## config.mk

```make
export PLATFORM = sky130hd
export DESIGN_NAME = tile_skew_reader
export DESIGN_NICKNAME = d
export VERILOG_FILES = /design/src/rtl/tile_skew_reader.sv
export SDC_FILE = /design/constraint.sdc
export NUM_CORES = 1
export LEC_CHECK = 0
export CAP_MARGIN = 40
export CORE_UTILIZATION = 32
export DETAILED_ROUTE_END_ITERATION = 8
export GPL_ROUTABILITY_DRIVEN = 0
export GPL_TIMING_DRIVEN = 0
export PLACE_DENSITY = 0.75
export SLEW_MARGIN = 10
export SYNTH_ARGS = -nofsm -noshare
export SYNTH_HDL_FRONTEND = slang
export SYNTH_SLANG_ARGS = --single-unit
```

## constraint.sdc

```tcl
create_clock -name clk -period 1.2 [get_ports clk]
set_clock_uncertainty 0.05 [all_clocks]
set_input_delay 0.18 -clock clk [delete_from_list [all_inputs] [get_ports clk]]
set_output_delay 0.18 -clock clk [all_outputs]
set_load 0.02 [all_outputs]
```

## src/rtl/tile_skew_reader.sv

```systemverilog
// Tile FIFO read side: pops one SIZE x SIZE tile and streams it to the array as a skewed wavefront.
// Latency: pop cycle to first lane-0 valid is 2 cycles; a tile streams over 2*SIZE-1 unstalled steps.
// Backpressure: stall freezes the step counter and drops all lane valids; pop only when pop_rdy is high.
module tile_skew_reader #(
    parameter int SIZE  = 2,
    parameter int WIDTH = 8
) (
    input  logic                                  clk,
    input  logic                                  rst,
    input  logic                                  pop_rdy,
    output logic                                  pop,
    input  logic [SIZE-1:0][SIZE-1:0][WIDTH-1:0]  tile_in,
    input  logic                                  stall,
    output logic [SIZE-1:0][WIDTH-1:0]            a_out,
    output logic [SIZE-1:0]                       a_vld,
    output logic                                  busy,
    output logic                                  tile_done
);

    localparam int TW = $clog2(2*SIZE-1);
    localparam int KW = $clog2(SIZE);
    localparam logic [TW-1:0] T_LAST = TW'(2*SIZE-2);

    localparam logic [1:0] IDLE   = 2'd0;
    localparam logic [1:0] WAIT   = 2'd1;
    localparam logic [1:0] STREAM = 2'd2;

    logic [1:0]                          state_q, state_d;
    logic [TW-1:0]                       t_q, t_d;
    logic [SIZE-1:0][SIZE-1:0][WIDTH-1:0] buf_q, buf_d;

    // Stream step is "final" only when it actually advances (not stalled).
    logic last_step;
    assign last_step = (state_q == STREAM) && !stall && (t_q == T_LAST);

    // Next-state: pop in IDLE or on the final step, capture in WAIT, walk t during STREAM.
    always_comb begin
        state_d = state_q;
        t_d     = t_q;
        buf_d   = buf_q;
        case (state_q)
            IDLE: begin
                t_d = '0;
                if (pop_rdy) begin
                    state_d = WAIT;
                end
            end
            WAIT: begin
                // FIFO dout is valid this cycle; stall does not block the capture.
                buf_d   = tile_in;
                t_d     = '0;
                state_d = STREAM;
            end
            STREAM: begin
                if (!stall) begin
                    if (t_q == T_LAST) begin
                        t_d     = '0;
                        state_d = pop_rdy ? WAIT : IDLE;
                    end else begin
                        t_d = t_q + TW'(1);
                    end
                end
            end
            default: begin
                state_d = IDLE;
                t_d     = '0;
            end
        endcase
    end

    // State, step counter and tile buffer; reset discards any in-flight tile.
    always_ff @(posedge clk) begin
        if (rst) begin
            state_q <= IDLE;
            t_q     <= '0;
            buf_q   <= '0;
        end else begin
            state_q <= state_d;
            t_q     <= t_d;
            buf_q   <= buf_d;
        end
    end

    // Outputs: lane r shows column t-r of its row while that column is in range.
    always_comb begin
        pop       = 1'b0;
        a_out     = '0;
        a_vld     = '0;
        tile_done = 1'b0;
        busy      = (state_q != IDLE);
        case (state_q)
            IDLE: begin
                // A reset cycle must not pull a tile the block is about to forget.
                pop = pop_rdy && !rst;
            end
            STREAM: begin
                for (int r = 0; r < SIZE; r++) begin
                    if ((int'(t_q) >= r) && ((int'(t_q) - r) < SIZE)) begin
                        a_out[r] = buf_q[r][KW'(int'(t_q) - r)];
                        a_vld[r] = !stall;
                    end
                end
                if (last_step) begin
                    tile_done = 1'b1;
                    pop       = pop_rdy && !rst;
                end
            end
            default: begin
                pop = 1'b0;
            end
        endcase
    end

endmodule

```

==> flow_metrics.tcl <==
set metrics [dict create \
    cts_buffers 3 \
    yosysWarnings 0 \
    worstPathRequired_ps 970 \
    antenna_found_initial 0 \
    path_class "reg2out" \
    instances_no_fill 199 \
    seq_area_frac_synth_pct 44.57 \
    htree_levels 1 \
    leakage_nw 0.6613 \
    pre_cts_slack_ps -782.2 \
    num_antenna_cells 0 \
    final_antenna_net_count 0 \
    path_max_fanout 5 \
    cap_violations 0 \
    synth_nets 155 \
    cts_sinks 20 \
    remaining_drc_errors 0 \
    cp.arrival_ps 1450 \
    routed_wl_mm 2.842 \
    synthDistinctLibCells 17 \
    clock_latency_ps 310 \
    die_x_um 54.99 \
    slew_viol_final 0 \
    min_path_type "in2reg" \
    post_synth_and_or_nand_nor_area_fraction_pct 33.01 \
    finalHoldViolations 0 \
    vdd_drop_max_v 0.0006633 \
    syn_inst 116 \
    synth_compound_area_share_pct 10.58 \
    regToRegStartpoint "t_q[0]" \
    violations "negative setup slack" \
    holdCritStartpoint "rst" \
    rsz0062_at_grt "yes" \
    dp.final_hpwl_mm 1.841 \
    final_layout_size_suffix_gt1_share_pct 43.20 \
    fin_nets 209 \
    cp-start-kind "flop" \
    synth_seq_cells 20 \
    critPathLaunch "state_q[0]" \
    synthToLayoutAreaGrowth_pct 80.78 \
    vias 1001 \
    layout_common_cells "nand2_1, buf_6, clkdlybuf4s50_1" \
    core-area_mm2 0.002567 \
    p_per_area_mw_per_mm2 860.9 \
    synthAdderAreaFrac_pct 4.178 \
    worst_slack_ps -477.5 \
    outcome "finished, violations left" \
    track_usage_pct 20.07 \
    fin_crit_sh_pct 139.8 \
    placed_cells_incl_taps 185 \
    worst_pin_slew_ps 479.7 \
    rows 18 \
    clock_path_buffers 2 \
    drt_iter0_drc 14 \
    fin_util_pct 63.26 \
    wire_per_inst_um 14.28 \
    grt_max_degree 18 \
    grt_overflow 0 \
    postSynthAreaPerCell_um2 7.744 \
    vias_per_cell 5.030 \
    cts_root_buf "clkbuf_4" \
    netlist_area_um2 898.4 \
    final_common_cell "nand2_1" \
    synth_xor_area_share_pct 0 \
    io_pins 57 \
    cp-end-kind "primary output" \
    cts_tree "done" \
    path_clk_slew_ps 110 \
    first_global_vias 924 \
    drt_first_pass_iters 4 \
    grt_pass1_wl_mm 4.133 \
    dieArea_mm2 0.003023 \
    timing.fmax_ghz 0.5961 \
    setup-violations-final 22 \
    synthMuxAreaShare_pct 2.228 \
    io_buffers 39 \
    synth_top_family_by_area "simple AND/OR/NAND/NOR gates" \
    tns_ps -8583 \
    power_mw 1.398 \
    initial_core_util_pct 34.99 \
    cts_hold_buf 0 \
    maxSlewHeadroom_pct 68.02 \
    min_period_ps 1678 \
    die_y_um 54.99 \
]
[timing repair]
item | in CTS | in global routing
setup endpoints to repair | 32 | 38
pin swaps | 2 | 2
gates resized for setup | 138 | 30
buffers inserted | 9 | 1
gates cloned | 0 | 2
[stage by stage]
stage / instance area (um2) / hold slack [ps]
3_5_place_dp: 1366 / 392.8
5_1_grt: 1624 / 234.7
6_report: 1624 / 210.6
4_1_cts: 1514 / 195.1
3_3_place_gp: 1366 / 387.2
2_1_floorplan: 938.4 / 266.0
[Yosys cell counts (all sizes together)]
cell	instances	share of area (%)
nand2	34	14
dfxtp	20	45
a21oi	19	11
and3	16	11
buf	5	3.8
nor2	4	1.7
ha	3	4.2
nand2b	3	2.1
nor3	3	1.7
clkbuf	2	0.84
inv	2	0.84
mux2i	2	2.2
and2b	1	0.84
nor2b	1	0.70
or2	1	0.70
[flip-flops by register name, indices dropped and copies added, names as in the netlist]
| register | count |
|---|---|
| buf_q | 16 |
| state_q | 2 |
| t_q | 2 |
[cell type report]
class / instances / area, um2
well taps: 30 / 37.54
flip-flops and latches: 20 / 410.4
fillers: 212 / 943.4
clock buffers: 4 / 36.28
multi-input cells: 87 / 575.6
repair buffers: 51 / 514.2
plain buffers: 5 / 37.54
inverters: 2 / 12.51
[path summary, 6_finish.rpt]
| check | end | slack (ps) | depth (start not counted) |
|---|---|---|---|
| min | state_q[1] | 210 | 2 |
| max | a_out[10] | -480 | 4 |
| min reg2reg | buf_q[18] | 410 | 2 |
| max reg2reg | state_q[1] | 0 | 6 |
[metal layers]
metal | vias up | share of wire, % | GRT usage, % | wire length, um
li1 | 491 | - | - | -
met1 | 459 | 39 | 22.43 | 1115
met2 | 39 | 51 | 34.54 | 1444
met3 | 12 | 5.2 | 2.186 | 149
met4 | 0 | 4.7 | 15.42 | 133
met5 | - | 0 | 0 | 0
[report_power, final]
part           internal (mW)  switching, mW
Clock                  0.186          0.219
Combinational          0.152          0.127
Sequential             0.694         0.0204
[worst max-delay path: stages, from the launching register on]
cell and delay, ps:
dfxtp_2 380, and2b_2 270, buf_6 140, and3_2 220, buf_6 130
[logic make-up (layout without fill, tap and decap cells)]
| family | count (synthesis) | after routing |
|---|---|---|
| AND/OR/NAND/NOR | 63 | 63 |
| multiplexers | 2 | 2 |
| flip-flops | 20 | 20 |
| adder cells (fa/ha/maj) | 3 | 3 |
| AO/OA/AOI/OAI | 19 | 19 |
| buffers and inverters | 9 | 62 |
Power figures use the tool's default switching activity.
